**config.mk**
```make
export PLATFORM = sky130hd
export DESIGN_NAME = terminal_requisitante_acesso
export DESIGN_NICKNAME = d
export VERILOG_FILES = /design/src/rtl/pbl_pkg.sv /design/src/rtl/filtro_botao.sv /design/src/rtl/terminal_requisitante_acesso.sv
export SDC_FILE = /design/constraint.sdc
export NUM_CORES = 1
export LEC_CHECK = 0
export CAP_MARGIN = 0
export CORE_ASPECT_RATIO = 1.5
export CORE_MARGIN = 8
export CORE_UTILIZATION = 30
export CTS_CLUSTER_DIAMETER = 200
export DETAILED_ROUTE_END_ITERATION = 10
export HOLD_SLACK_MARGIN = 0.12
export PLACE_DENSITY = 0.46
export SYNTH_ARGS = -nofsm -noshare
export SYNTH_HDL_FRONTEND = slang
export SYNTH_SLANG_ARGS = --single-unit
```
**constraint.sdc**
```tcl
create_clock -name CLK -period 1.8 [get_ports CLK]
set_clock_uncertainty 0.15 [all_clocks]
set_input_delay 0.27 -clock CLK [delete_from_list [all_inputs] [get_ports CLK]]
set_output_delay 0.27 -clock CLK [all_outputs]
set_load 0.02 [all_outputs]
```
**src/rtl/pbl_pkg.sv**
```systemverilog
// Shared definitions for the access-controller terminals: FSM encoding and STATUS codes.
// Also holds the odd-parity helper used by the optional parity output.
package pbl_pkg;

   typedef enum logic [1:0] {
      OCIOSO = 2'd0,
      ENVIA  = 2'd1,
      LIBERA = 2'd2,
      RECUA  = 2'd3
   } estado_t;

   localparam logic [1:0] ST_NENHUM   = 2'b00;
   localparam logic [1:0] ST_LIBERADO = 2'b01;
   localparam logic [1:0] ST_NEGADO   = 2'b10;
   localparam logic [1:0] ST_TEMPO    = 2'b11;

   // Odd parity: result makes the total count of ones (word + bit) odd.
   function automatic logic paridade_impar(input logic [5:0] palavra);
      return ~^palavra;
   endfunction

endpackage

```
**src/rtl/filtro_botao.sv**
```systemverilog
// Send-button conditioner: 2-FF synchronizer, debounce counter, rising-edge detector.
// PRESS is a registered 1-cycle pulse issued when a new high level is accepted.
module filtro_botao #(
   parameter int DEB_CYCLES = 50000
) (
   input  logic CLK,
   input  logic RST_N,
   input  logic BTN_IN,
   output logic PRESS
);

   localparam int            CW      = $clog2(DEB_CYCLES + 1);
   localparam logic [CW-1:0] CNT_MAX = CW'(DEB_CYCLES - 1);

   logic          sinc_a;
   logic          sinc_b;
   logic          estavel;
   logic [CW-1:0] cnt;

   always_ff @(posedge CLK or negedge RST_N) begin
      if (!RST_N) begin
         sinc_a <= 1'b0;
         sinc_b <= 1'b0;
      end else begin
         sinc_a <= BTN_IN;
         sinc_b <= sinc_a;
      end
   end

   // The counter tracks consecutive samples that disagree with the accepted level;
   // a sample matching the accepted level means the run was broken, so it restarts.
   always_ff @(posedge CLK or negedge RST_N) begin
      if (!RST_N) begin
         cnt     <= '0;
         estavel <= 1'b0;
         PRESS   <= 1'b0;
      end else begin
         PRESS <= 1'b0;
         if (sinc_b == estavel) begin
            cnt <= '0;
         end else if (cnt == CNT_MAX) begin
            cnt     <= '0;
            estavel <= sinc_b;
            PRESS   <= sinc_b;
         end else begin
            cnt <= cnt + CW'(1);
         end
      end
   end

endmodule

```
**src/rtl/terminal_requisitante_acesso.sv**
```systemverilog
// Terminal initiator: latches HH/B on a debounced press and delivers it over REQ/ACK/NEG with retries.
// Optional build macro PARIDADE_EN adds REQ_PAR, the odd parity of {REQ_HH, REQ_B}.
module terminal_requisitante_acesso
   import pbl_pkg::*;
#(
   parameter int DEB_CYCLES     = 50000,
   parameter int TIMEOUT_CYCLES = 1000,
   parameter int MAX_RETRY      = 3
) (
   input  logic       CLK,
   input  logic       RST_N,
   input  logic [3:0] HH,
   input  logic [1:0] B,
   input  logic       BTN_ENVIA,
   input  logic       ACK,
   input  logic       NEG,
   output logic       REQ,
   output logic [3:0] REQ_HH,
   output logic [1:0] REQ_B,
   output logic       OCUPADO,
   output logic [1:0] STATUS
`ifdef PARIDADE_EN
  ,output logic       REQ_PAR
`endif
);

   localparam int            TMW      = $clog2(TIMEOUT_CYCLES + 1);
   localparam logic [TMW-1:0] TMR_MAX = TMW'(TIMEOUT_CYCLES - 1);
   localparam int            TW       = $clog2(MAX_RETRY + 1);
   localparam logic [TW-1:0] TENT_MAX = TW'(MAX_RETRY);

   estado_t        estado;
   estado_t        prox;
   logic           press;
   logic [TMW-1:0] timer;
   logic [TW-1:0]  tent;

   filtro_botao #(
      .DEB_CYCLES (DEB_CYCLES)
   ) u_filtro (
      .CLK    (CLK),
      .RST_N  (RST_N),
      .BTN_IN (BTN_ENVIA),
      .PRESS  (press)
   );

   always_ff @(posedge CLK or negedge RST_N) begin
      if (!RST_N) begin
         estado <= OCIOSO;
      end else begin
         estado <= prox;
      end
   end

   // A response in the expiry cycle is checked first, so it wins over the timeout.
   always_comb begin
      prox = estado;
      case (estado)
         OCIOSO: if (press) prox = ENVIA;
         ENVIA: begin
            if (NEG || ACK) begin
               prox = LIBERA;
            end else if (timer == TMR_MAX) begin
               prox = RECUA;
            end
         end
         LIBERA: if (!ACK && !NEG) prox = OCIOSO;
         RECUA:  prox = (tent < TENT_MAX) ? ENVIA : OCIOSO;
         default: prox = OCIOSO;
      endcase
   end

   // REQ comes straight from the state flop so an async reset drops it immediately.
   always_comb begin
      REQ     = (estado == ENVIA);
      OCUPADO = (estado != OCIOSO);
   end

   always_ff @(posedge CLK or negedge RST_N) begin
      if (!RST_N) begin
         REQ_HH  <= '0;
         REQ_B   <= '0;
         STATUS  <= ST_NENHUM;
         tent    <= '0;
`ifdef PARIDADE_EN
         REQ_PAR <= 1'b1;
`endif
      end else begin
         case (estado)
            OCIOSO: begin
               if (press) begin
                  REQ_HH  <= HH;
                  REQ_B   <= B;
                  STATUS  <= ST_NENHUM;
                  tent    <= TW'(1);
`ifdef PARIDADE_EN
                  REQ_PAR <= paridade_impar({HH, B});
`endif
               end
            end
            ENVIA: begin
               if (NEG) begin
                  STATUS <= ST_NEGADO;
               end else if (ACK) begin
                  STATUS <= ST_LIBERADO;
               end
            end
            RECUA: begin
               if (tent < TENT_MAX) begin
                  tent <= tent + TW'(1);
               end else begin
                  STATUS <= ST_TEMPO;
               end
            end
            default: ;
         endcase
      end
   end

   // Timer runs only while staying in ENVIA, so every attempt starts from zero.
   always_ff @(posedge CLK or negedge RST_N) begin
      if (!RST_N) begin
         timer <= '0;
      end else if (estado == ENVIA && prox == ENVIA) begin
         timer <= timer + TMW'(1);
      end else begin
         timer <= '0;
      end
   end

endmodule

```
==> results of run 1 <==
worst max path at each step:
stage,start,cells past startpoint,to
after CTS,estado[1],2,OCUPADO
final,estado[1],2,OCUPADO
after floorplan,estado[0],5,STATUS[0]
after global routing,u_filtro.cnt[0],5,u_filtro.cnt[12]
after global placement,u_filtro.cnt[0],4,u_filtro.estavel
after detailed placement,u_filtro.cnt[13],3,u_filtro.estavel
worst register-to-register path: stages (launching register included):
cell	delay, ns
dfrtp_1	0.41
ha_1	0.23
and3_1	0.25
nand4_2	0.18
mux2_1	0.36
kinds of logic after synthesis:
| logic type | after synthesis | share of synthesized area (%) |
|---|---|---|
| compound gates | 9 | 2.68 |
| flops | 42 | 52.3 |
| buf+inv | 10 | 2.30 |
| simple gates | 83 | 25.5 |
| fa+ha+maj | 3 | 1.87 |
| xor+xnor | 24 | 10.5 |
| mux | 9 | 4.92 |
routing by layer:
metal | part of all wire [%] | GRT usage (%) | routed length, um | vias up
li1 | - | - | - | 680
met1 | 41 | 9.93 | 1720 | 697
met2 | 55 | 17.7 | 2310 | 18
met3 | 2.6 | 2.23 | 110 | 6
met4 | 1.5 | 3.53 | 62 | 0
met5 | 0 | 0 | 0 | -
cells in the mapped netlist (2+ instances only):
cell / n
ha_1: 3
nor2_1: 29
mux2i_1: 2
nand3_1: 8
nand2b_1: 2
nor3b_1: 3
inv_1: 7
nor3_1: 8
o21ai_0: 4
nand4_1: 3
nor2b_1: 3
nand2_1: 5
and3_1: 3
a21oi_1: 3
xor2_1: 4
mux2_2: 6
xnor2_1: 20
nor4b_2: 2
nor2_2: 3
dfrtp_1: 42
nand4_2: 2
nor4_2: 4
registers in the layout (all words and copies together) (netlist names):
register	flops
u_filtro.sinc_b	1
u_filtro.estavel	1
tent	2
STATUS	2
u_filtro.PRESS	1
REQ_HH	4
timer	10
u_filtro.cnt	16
estado	2
REQ_B	2
u_filtro.sinc_a	1
stage by stage:
| step | instance area, um2 | utilization, % | instances | worst slack, ns |
|---|---|---|---|---|
| finish | 2470 | 38.1 | 290 | 0.0857 |
| global route | 2470 | 38.1 | 290 | 0.0112 |
| CTS | 2470 | 38.1 | 290 | 0.0297 |
| detailed placement | 2350 | 36.3 | 281 | 0.0999 |
| global placement | 2350 | 36.3 | 281 | 0.128 |
| floorplan | 2010 | - | 180 | 0.162 |
power groups by stage:
stage / combinational [mW] / clock (mW) / sequential (mW)
final: 0.516 / 0.743 / 1.07
after global routing: 0.583 / 0.818 / 1.08
after CTS: 0.527 / 0.784 / 1.07
after detailed placement: 0.540 / 0 / 1.09
after global placement: 0.531 / 0 / 1.08
after floorplan: 0.277 / 0 / 1.10
layout make-up:
| class | count | area share [%] |
|---|---|---|
| Inverter | 7 | 1.06 |
| Clock buffer | 6 | 2.94 |
| Tap cell | 76 | 3.85 |
| Clock inverter | 2 | 1.52 |
| Timing Repair Buffer | 29 | 11.2 |
| Sequential cell | 42 | 42.5 |
| Multi-Input combinational cell | 128 | 36.9 |
what timing repair did:
item	in CTS	in global routing
endpoints found under the setup margin	2	2
setup buffers	0	0
hold endpoints to repair	19	0
hold buffers	1	0
pin swaps	0	1
resized for setup	2	1
==> out/qor.csv, run 1 <==
stage;metric;value;unit
final_layout;Area Overhead vs Synth;23.0;%
power_and_ir_drop;Seq pwr share;45.9;%
sta;RSZ-0062 raised after global routing;no;
min_path;Worst Hold Class;flip-flop to flip-flop;
sta;endpoints failing setup;0;
final_layout;layout cell share with drive strength beyond 1;17.8;%
synthesis;Mapped Avg Cell Area;11.2;um2
power_and_ir_drop;Power Density;941;mW/mm2
global_routing;GRT overflow;0;
critical_path;critical path peak fanout;4;
critical_path;Buf+Inv Stages, Crit Path;1;
sta;Slew @ Worst Pin;0.498;ns
power_and_ir_drop;Max VDD drop;0.387;mV
synthesis;syn nets;194;
route;Via density;4.83;
sta;Final Hold Fails;0;
route;antenna viol nets, final;0;
critical_path;R2R setup slack;0.13;ns
placement;RD Place Congestion;0.833;
global_routing;first-pass GRT wire length;7460;um
placement;Buffers on Ports;20;
die;Die X;82.8;um
min_path;Hold Path End;u_filtro.sinc_b;
final_layout;Multi-input gate area;912;um2
clocking;Root Driver;clkbuf_8;
critical_path;Worst setup EP type;output pin;
synthesis;Post-Syn Area;0.00201;mm2
die;Initial Util;31.0;%
power_and_ir_drop;Comb pwr share;22.2;%
die;Die Y;116;um
final_layout;fill count;654;
critical_path;Slowest Stage Delay on Critical Path;0.41;ns
power_and_ir_drop;Pint;1.67;mW
synthesis;Async SR Flop Fraction;100;%
synthesis;number of flops mapped to enable cells by yosys;0;
critical_path;Req. time, crit path;1.38;ns
synthesis;sequential-to-total area share from yosys stat;52.3;%
sta;headroom to the max-slew limit;66.8;%
synthesis;Distinct cells, synth;36;
critical_path;reg2reg start;u_filtro.cnt[0];
power_and_ir_drop;NetSw;0.653;mW
critical_path;R2R Path End;u_filtro.estavel;
synthesis;Post-Synthesis Cells;180;
global_routing;vias in the first global route;1534;
min_path;min-delay src;u_filtro.sinc_a;
final_layout;n_diodes;0;
synthesis;FF+latch count, synth;42;
clocking;TritonCTS Buffers;5;
final_layout;leading cell type in the layout, fill and taps excluded;dfrtp_1;
clocking;CTS tree;yes;
synthesis;synth warn;0;
synthesis;share of Yosys cell area claimed by the top area cell type;52.3;%
critical_path;Worst Setup Path Type;flip-flop to output pin;
sta;Hold WS;0.207;ns
clocking;clk sinks;42;
synthesis;largest cells by area after synthesis;dfrtp_1, xnor2_1, nor2_1;
global_routing;initial antenna violation count;0;
global_routing;largest net degree at the start of global routing;24;
route;routed via count;1401;
power_and_ir_drop;post-route total power;2.33;mW
min_path;Hold Path Depth;0;
sta;Tcrit/Tclk final;95.2;%
critical_path;critical path startpoint category;flip-flop;
route;final wirelength;4200;um
global_routing;total global-route track usage;9.44;%
critical_path;family with the most delay on the worst path;flip-flops;
critical_path;CP max-delay cell;dfrtp_1;
clocking;Clock Latency Late Sink;0.29;ns
clocking;CTS H-tree lvls;2;
critical_path;FF-to-FF path depth;4;
route;DRC;0;
clocking;CTS max path bufs;2;
route;initial DRC count;51;
sta;Final min period;1.71;ns
power_and_ir_drop;Lkg Pwr;1.02;nW
sta;Max Freq;583;MHz
critical_path;crit path DAT;1.29;ns
placement;hpwl dp;3130;um
final_layout;nets;227;
sta;max-slew violation count;0;
route;routed len/inst;14.5;um
power_and_ir_drop;Sw Share;28.1;%
synthesis;Synth Flop Type;dfrtp_1;
final_layout;commonest cells after routing, fill and taps aside;dfrtp_1, nor2_1, xnor2_1, clkdlybuf4s50_1;
synthesis;Yosys top cell by area;dfrtp_1;
clocking;CTS clk-pin slew, worst paths;0.09;ns
die;core area;0.00649;mm2
final_layout;Reg area;0.00105;mm2
die;FP Rows;36;
critical_path;crit path cell chain;or2_2 -> clkdlybuf4s15_1;
run_status;outcome;complete, no violations;
power_and_ir_drop;clock share of power;32.0;%
run;max_cap viols;0;
die;Ports;21;
sta;Setup TNS;0;ns
route;first-pass detailed-route iteration total;4;
die;die area;0.00963;mm2
Note: power is estimated with default switching activity, not from simulation.
==> run 2: changes to the inputs <==
--- a/config.mk
+++ b/config.mk
@@ -13,6 +13,7 @@
 export DETAILED_ROUTE_END_ITERATION = 10
 export HOLD_SLACK_MARGIN = 0.12
 export PLACE_DENSITY = 0.46
+export SETUP_SLACK_MARGIN = 0.15
 export SYNTH_ARGS = -nofsm -noshare
 export SYNTH_HDL_FRONTEND = slang
 export SYNTH_SLANG_ARGS = --single-unit
==> run 2 against run 1 <==
  * Flip-flop and latch count did not move
  * Die area did not move
  * Maximum frequency grew 7.3%
  * Largest power group unchanged
  * Largest cell class unchanged
==> out/qor.csv, run 2 (same netlist as run 1, synthesis figures left out) <==
stage;metric;value;unit;change
run_status;outcome;complete, no violations;;unchanged
final_layout;post-layout util;39.8;%;was 38.1%
die;core area;0.00649;mm2;unchanged
global_routing;total global-route track usage;9.53;%;was 9.44%
final_layout;nets;233;;was 227
die;Die X;82.8;um;unchanged
clocking;Clock Latency Late Sink;0.29;ns;about the same
final_layout;layout cell share with drive strength beyond 1;24.5;%;was 17.8%
route;antenna viol nets, final;0;;unchanged
die;die area;0.00963;mm2;unchanged
final_layout;Reg with most FFs;u_filtro.cnt;;unchanged
critical_path;R2R Path End;u_filtro.estavel;;unchanged
critical_path;R2R setup slack;0.20;ns;was 0.13 ns
clocking;CTS clk-pin slew, worst paths;0.09;ns;about the same
sta;Setup TNS;0;ns;unchanged
sta;Hold WS;0.207;ns;about the same
critical_path;crit path DAT;1.63;ns;was 1.29 ns
route;initial DRC count;48;;was 51
min_path;Hold Path Depth;0;;unchanged
min_path;Worst Hold Class;flip-flop to flip-flop;;unchanged
clocking;clk sinks;42;;unchanged
die;FP Rows;36;;unchanged
final_layout;commonest cells after routing, fill and taps aside;dfrtp_1, nor2_1, xnor2_1, buf_4, clkdlybuf4s50_1;;was dfrtp_1, nor2_1, xnor2_1, clkdlybuf4s50_1
sta;endpoints failing setup;0;;unchanged
clocking;Root Driver;clkbuf_8;;unchanged
sta;RSZ-0062 raised after global routing;yes;;was no
clocking;CTS tree;yes;;unchanged
critical_path;Worst setup EP type;flip-flop;;was output pin
power_and_ir_drop;Max VDD drop;0.385;mV;was 0.387 mV
sta;Slew @ Worst Pin;0.497;ns;was 0.498 ns
final_layout;Layout Cells excl Fill;296;;was 290
min_path;Hold Path End;u_filtro.sinc_b;;unchanged
route;routed len/inst;14.7;um;was 14.5 um
route;Via density;4.84;;was 4.83
global_routing;GRT overflow;0;;unchanged
die;Die Y;116;um;unchanged
run;max_cap viols;0;;unchanged
final_layout;n_diodes;0;;unchanged
global_routing;first-pass GRT wire length;7510;um;was 7460 um
global_routing;initial antenna violation count;0;;unchanged
clocking;CTS H-tree lvls;2;;unchanged
sta;Final min period;1.60;ns;was 1.71 ns
critical_path;critical path startpoint category;flip-flop;;unchanged
critical_path;reg2reg start;u_filtro.cnt[0];;unchanged
global_routing;vias in the first global route;1546;;was 1534
placement;hpwl dp;3130;um;unchanged
sta;Final Hold Fails;0;;unchanged
power_and_ir_drop;Lkg Pwr;1.11;nW;was 1.02 nW
final_layout;top flop regs;u_filtro.cnt: 16 flops, timer: 10 flops, REQ_HH: 4 flops;;unchanged
power_and_ir_drop;post-route total power;2.36;mW;was 2.33 mW
route;first-pass detailed-route iteration total;4;;unchanged
critical_path;critical path peak fanout;4;;unchanged
clocking;CTS max path bufs;2;;unchanged
final_layout;max FFs per register;16;;unchanged
min_path;min-delay src;u_filtro.sinc_a;;unchanged
sta;Tcrit/Tclk final;88.7;%;was 95.2%
route;routed via count;1433;;was 1401
placement;Buffers on Ports;20;;unchanged
sta;max-slew violation count;0;;unchanged
placement;placed insts;281;;unchanged
final_layout;Area Overhead vs Synth;28.3;%;was 23.0%
critical_path;FF-to-FF path depth;4;;unchanged
sta;Final WS setup;0.203;ns;was 0.0857 ns
placement;pre-CTS setup slack;0.0999;ns;unchanged
clocking;TritonCTS Buffers;5;;unchanged
sta;Max Freq;626;MHz;was 583 MHz
placement;RD Place Congestion;0.833;;unchanged
final_layout;fin area;0.00258;mm2;was 0.00247 mm2
final_layout;leading cell type in the layout, fill and taps excluded;dfrtp_1;;unchanged
critical_path;Req. time, crit path;1.83;ns;was 1.38 ns
placement;Placed Area;0.00235;mm2;unchanged
sta;headroom to the max-slew limit;66.9;%;was 66.8%
global_routing;largest net degree at the start of global routing;24;;unchanged
route;DRC;0;;unchanged
critical_path;Worst Setup Path Type;flip-flop to flip-flop;;was flip-flop to output pin
power_and_ir_drop;Power Density;914;mW/mm2;was 941 mW/mm2
die;Initial Util;31.0;%;unchanged
die;Ports;21;;unchanged
final_layout;fill count;648;;was 654
route;final wirelength;4350;um;was 4200 um
==> run 2: worst max path at each step <==
| stage | slack, ns | depth (start not counted) | start | to |
|---|---|---|---|---|
| 3_3_place_gp | 0.13 | 4 | u_filtro.cnt[0] | u_filtro.estavel |
| 3_5_place_dp | 0.1 | 3 | u_filtro.cnt[13] | u_filtro.estavel |
| 6_report | 0.20 | 4 | u_filtro.cnt[0] | u_filtro.estavel |
| 2_1_floorplan | 0.16 | 5 | estado[0] | STATUS[0] |
| 5_1_grt | 0.11 | 5 | u_filtro.cnt[0] | u_filtro.cnt[14] |
| 4_1_cts | 0.1 | 2 | estado[1] | OCUPADO |
==> run 2: cell type report <==
cell class	count	area [um2]	share of cell area, %
flip-flops and latches	42	1050	40.8
multi-input cells	128	982	38.1
repair buffers	35	313	12.1
well taps	76	95.1	3.69
clock buffers	6	72.6	2.81
clock inverters	2	37.5	1.46
inverters	7	26.3	1.02
==> run 2: power by group <==
part           internal (mW)  switching (mW)  total, mW  leakage (nW)
Combinational          0.260           0.282      0.542         0.495
Sequential              1.01          0.0529       1.07         0.569
Clock                  0.414           0.334      0.748        0.0514
Total                   1.69           0.669       2.36          1.11
==> run 2: worst max-delay path: stages, from the launching register on <==
cell     delay (ns)
dfrtp_1        0.40
ha_2           0.23
and3_4         0.23
nand4_4        0.14
mux2_1         0.34
==> run 2: what timing repair did <==
item,4_1_cts,5_1_grt
setup buffers,0,6
endpoints found under the setup margin,31,35
hold buffers,1,0
cloned,0,0
hold endpoints to repair,19,0
pin swaps,1,3
resized for setup,19,11
==> run 2: per-layer routing <==
metal	global-route usage [%]	wire length (um)	vias up	part of all wire, %
li1	-	-	693	-
met1	9.89	1740	706	40
met2	18.1	2410	26	55
met3	2.23	120	8	2.8
met4	3.53	78	0	1.8
met5	0	0	-	0
==> run 3: changes to the inputs <==
--- a/config.mk
+++ b/config.mk
@@ -8,11 +8,11 @@
 export CAP_MARGIN = 0
 export CORE_ASPECT_RATIO = 1.5
 export CORE_MARGIN = 8
-export CORE_UTILIZATION = 30
+export CORE_UTILIZATION = 40
 export CTS_CLUSTER_DIAMETER = 200
 export DETAILED_ROUTE_END_ITERATION = 10
 export HOLD_SLACK_MARGIN = 0.12
-export PLACE_DENSITY = 0.46
+export PLACE_DENSITY = 0.58
 export SETUP_SLACK_MARGIN = 0.15
 export SYNTH_ARGS = -nofsm -noshare
 export SYNTH_HDL_FRONTEND = slang
==> constraint.sdc (replaced) <==
create_clock -name CLK -period 1.8 [get_ports CLK]
set_clock_uncertainty 0.15 [all_clocks]
set_input_delay 0.18 -clock CLK [delete_from_list [all_inputs] [get_ports CLK]]
set_output_delay 0.18 -clock CLK [all_outputs]
set_load 0.02 [all_outputs]
==> run 3 against run 2 <==
  * Clock power shrank 2.8%
  * Hold slack lost 0.038 ns
  * First-iteration DRC count grew 25%
  * Final cell count shrank 6.1%
  * Via count shrank 3.5%
  * Die area shrank 21%
  * Sequential power is essentially flat
  * Largest power group unchanged
  * Wire length shrank 9.6%
  * Total power shrank 2.2%
  * Flip-flop and latch count is the same
  * Worst setup slack lost 0.0088 ns
==> out/qor.csv, run 3 (same netlist as run 1, synthesis figures left out) <==
stage;metric;value;unit;change
die;Initial Util;41.4;%;was 31.0%
sta;Final WS setup;0.194;ns;was 0.203 ns
placement;RD Place Congestion;0.793;;was 0.833
critical_path;crit path DAT;1.28;ns;was 1.63 ns
route;routed len/inst;14.1;um;was 14.7 um
placement;Placed Area;0.00232;mm2;was 0.00235 mm2
clocking;CTS H-tree lvls;2;;unchanged
placement;Buffers on Ports;20;;unchanged
sta;RSZ-0062 raised after global routing;yes;;unchanged
clocking;clk sinks;42;;unchanged
clocking;Clock Latency Late Sink;0.29;ns;about the same
critical_path;family with the most delay on the worst path;buffers and inverters;;was flip-flops
clocking;CTS clk-pin slew, worst paths;0.08;ns;was 0.09 ns
sta;Hold WS;0.169;ns;was 0.207 ns
clocking;Root Driver;clkbuf_8;;unchanged
global_routing;grt met2 use;21.2;%;was 18.1%
final_layout;Reg area;0.00105;mm2;unchanged
die;Die X;73.9;um;was 82.8 um
critical_path;Req. time, crit path;1.47;ns;was 1.83 ns
critical_path;Buf+Inv Stages, Crit Path;1;;was 0
global_routing;GR peak layer;met2;;unchanged
final_layout;Reg with most FFs;u_filtro.cnt;;unchanged
route;first-pass detailed-route iteration total;4;;unchanged
global_routing;GRT overflow;0;;unchanged
critical_path;Slowest Stage Delay on Critical Path;0.62;ns;was 0.40 ns
sta;Max Freq;623;MHz;was 626 MHz
route;Via density;4.97;;was 4.84
final_layout;Area Overhead vs Synth;23.4;%;was 28.3%
global_routing;GR Util met1;12.3;%;was 9.89%
sta;Setup TNS;0;ns;unchanged
global_routing;vias in the first global route;1455;;was 1546
global_routing;first-pass GRT wire length;6800;um;was 7510 um
min_path;Worst Hold Class;primary input to flip-flop;;was flip-flop to flip-flop
critical_path;Worst setup EP type;output pin;;was flip-flop
power_and_ir_drop;Sw Share;28.1;%;was 28.4%
final_layout;Layout Cells excl Fill;278;;was 296
power_and_ir_drop;Seq pwr share;46.9;%;was 45.2%
clocking;CTS max path bufs;2;;unchanged
placement;hpwl dp;2910;um;was 3130 um
sta;Slew @ Worst Pin;0.527;ns;was 0.497 ns
sta;Tcrit/Tclk final;89.2;%;was 88.7%
run;max_cap viols;0;;unchanged
power_and_ir_drop;Pint;1.66;mW;was 1.69 mW
global_routing;largest net degree at the start of global routing;23;;was 24
placement;placed insts;268;;was 281
placement;pre-CTS setup slack;0.157;ns;was 0.0999 ns
sta;Final min period;1.61;ns;was 1.60 ns
sta;endpoints failing setup;0;;unchanged
critical_path;crit path cell chain;clkdlybuf4s50_1;;was ha_2 -> and3_4 -> nand4_4 -> mux2_1
die;Die Y;103;um;was 116 um
power_and_ir_drop;NetSw;0.647;mW;was 0.669 mW
clocking;CTS tree;yes;;unchanged
critical_path;critical path startpoint category;flip-flop;;unchanged
power_and_ir_drop;Power Density;930;mW/mm2;was 914 mW/mm2
sta;max-slew violation count;0;;unchanged
route;DRC;0;;unchanged
route;routed via count;1383;;was 1433
die;FP Rows;31;;was 36
final_layout;leading cell type in the layout, fill and taps excluded;dfrtp_1;;unchanged
power_and_ir_drop;Comb pwr share;21.6;%;was 23.0%
sta;headroom to the max-slew limit;64.9;%;was 66.9%
final_layout;Multi-input gate area;951;um2;was 982 um2
power_and_ir_drop;Lkg Pwr;1.03;nW;was 1.11 nW
power_and_ir_drop;post-route total power;2.30;mW;was 2.36 mW
final_layout;nets;225;;was 233
die;core area;0.00485;mm2;was 0.00649 mm2
final_layout;commonest cells after routing, fill and taps aside;dfrtp_1, nor2_1, xnor2_1, clkdlybuf4s50_1, nor3_1;;was dfrtp_1, nor2_1, xnor2_1, buf_4, clkdlybuf4s50_1
die;die area;0.00759;mm2;was 0.00963 mm2
power_and_ir_drop;Max VDD drop;0.408;mV;was 0.385 mV
power_and_ir_drop;clock share of power;31.5;%;was 31.8%
final_layout;fill count;439;;was 648
clocking;TritonCTS Buffers;5;;unchanged
run_status;outcome;complete, no violations;;unchanged
final_layout;top flop regs;u_filtro.cnt: 16 flops, timer: 10 flops, REQ_HH: 4 flops;;unchanged
route;antenna viol nets, final;0;;unchanged
final_layout;max FFs per register;16;;unchanged
final_layout;fin area;0.00248;mm2;was 0.00258 mm2
final_layout;n_diodes;0;;unchanged
critical_path;CP max-delay cell;clkdlybuf4s50_1;;was dfrtp_1
global_routing;Global Route met3 Usage;3.31;%;was 2.23%
route;initial DRC count;60;;was 48
global_routing;initial antenna violation count;0;;unchanged
sta;Final Hold Fails;0;;unchanged
route;final wirelength;3930;um;was 4350 um
global_routing;total global-route track usage;11.8;%;was 9.53%
critical_path;Worst Setup Path Type;flip-flop to output pin;;was flip-flop to flip-flop
final_layout;layout cell share with drive strength beyond 1;20.3;%;was 24.5%
final_layout;post-layout util;51.1;%;was 39.8%
critical_path;critical path peak fanout;2;;was 4
die;Ports;21;;unchanged
-- run 3: changes by cell type in the layout (fill, tap and decap cells not counted), sizes merged --
| cell | before | now |
|---|---|---|
| buf | 16 | 7 |
| clkdlybuf4s50 | 9 | 17 |
| clkinvlp | 1 | 0 |
| clkinv | 0 | 2 |
| dlygate4sd2 | 8 | 0 |
-- run 3: power groups by stage --
stage / combinational, mW / clock [mW] / sequential [mW]
final: 0.497 / 0.727 / 1.08
after global routing: 0.555 / 0.783 / 1.09
after CTS: 0.500 / 0.750 / 1.08
after detailed placement: 0.511 / 0 / 1.10
after global placement: 0.489 / 0 / 1.09
after floorplan: 0.277 / 0 / 1.10
-- run 3: cell type report --
| cell class | count | area share, % |
|---|---|---|
| clock buffer | 5 | 2.78 |
| sequential | 42 | 42.5 |
| tap | 66 | 3.33 |
| clock inverter | 3 | 1.62 |
| multi-input combinational | 128 | 38.4 |
| timing repair buffer | 27 | 10.4 |
| inverter | 7 | 1.06 |
-- run 3: final timing paths --
| path | from | cells after the start | endpoint | slack, ns |
|---|---|---|---|---|
| worst max-delay path | STATUS[0] | 1 | STATUS[0] | 0.19 |
| worst min register to register | u_filtro.sinc_a | 0 | u_filtro.sinc_b | 0.21 |
| max in group asynchronous | RST_N | 3 | timer[6] | 0.77 |
| min in group asynchronous | RST_N | 2 | STATUS[0] | 0.23 |
| worst max register to register | u_filtro.cnt[0] | 4 | u_filtro.estavel | 0.19 |
| worst min-delay path | BTN_ENVIA | 1 | u_filtro.sinc_a | 0.17 |
-- run 3: timing repair --
action                     in CTS  in global routing
pin swaps                       0                  0
hold buffers                    1                  0
setup buffers                   0                  1
hold endpoints to repair       42                  0
setup endpoints to repair       9                 28
gates resized for setup         5                  9
-- run 3: metal layers --
| metal | wire, um | vias up |
|---|---|---|
| li1 | - | 679 |
| met1 | 1530 | 676 |
| met2 | 2180 | 20 |
| met3 | 134 | 8 |
| met4 | 91 | 0 |
| met5 | 0 | - |
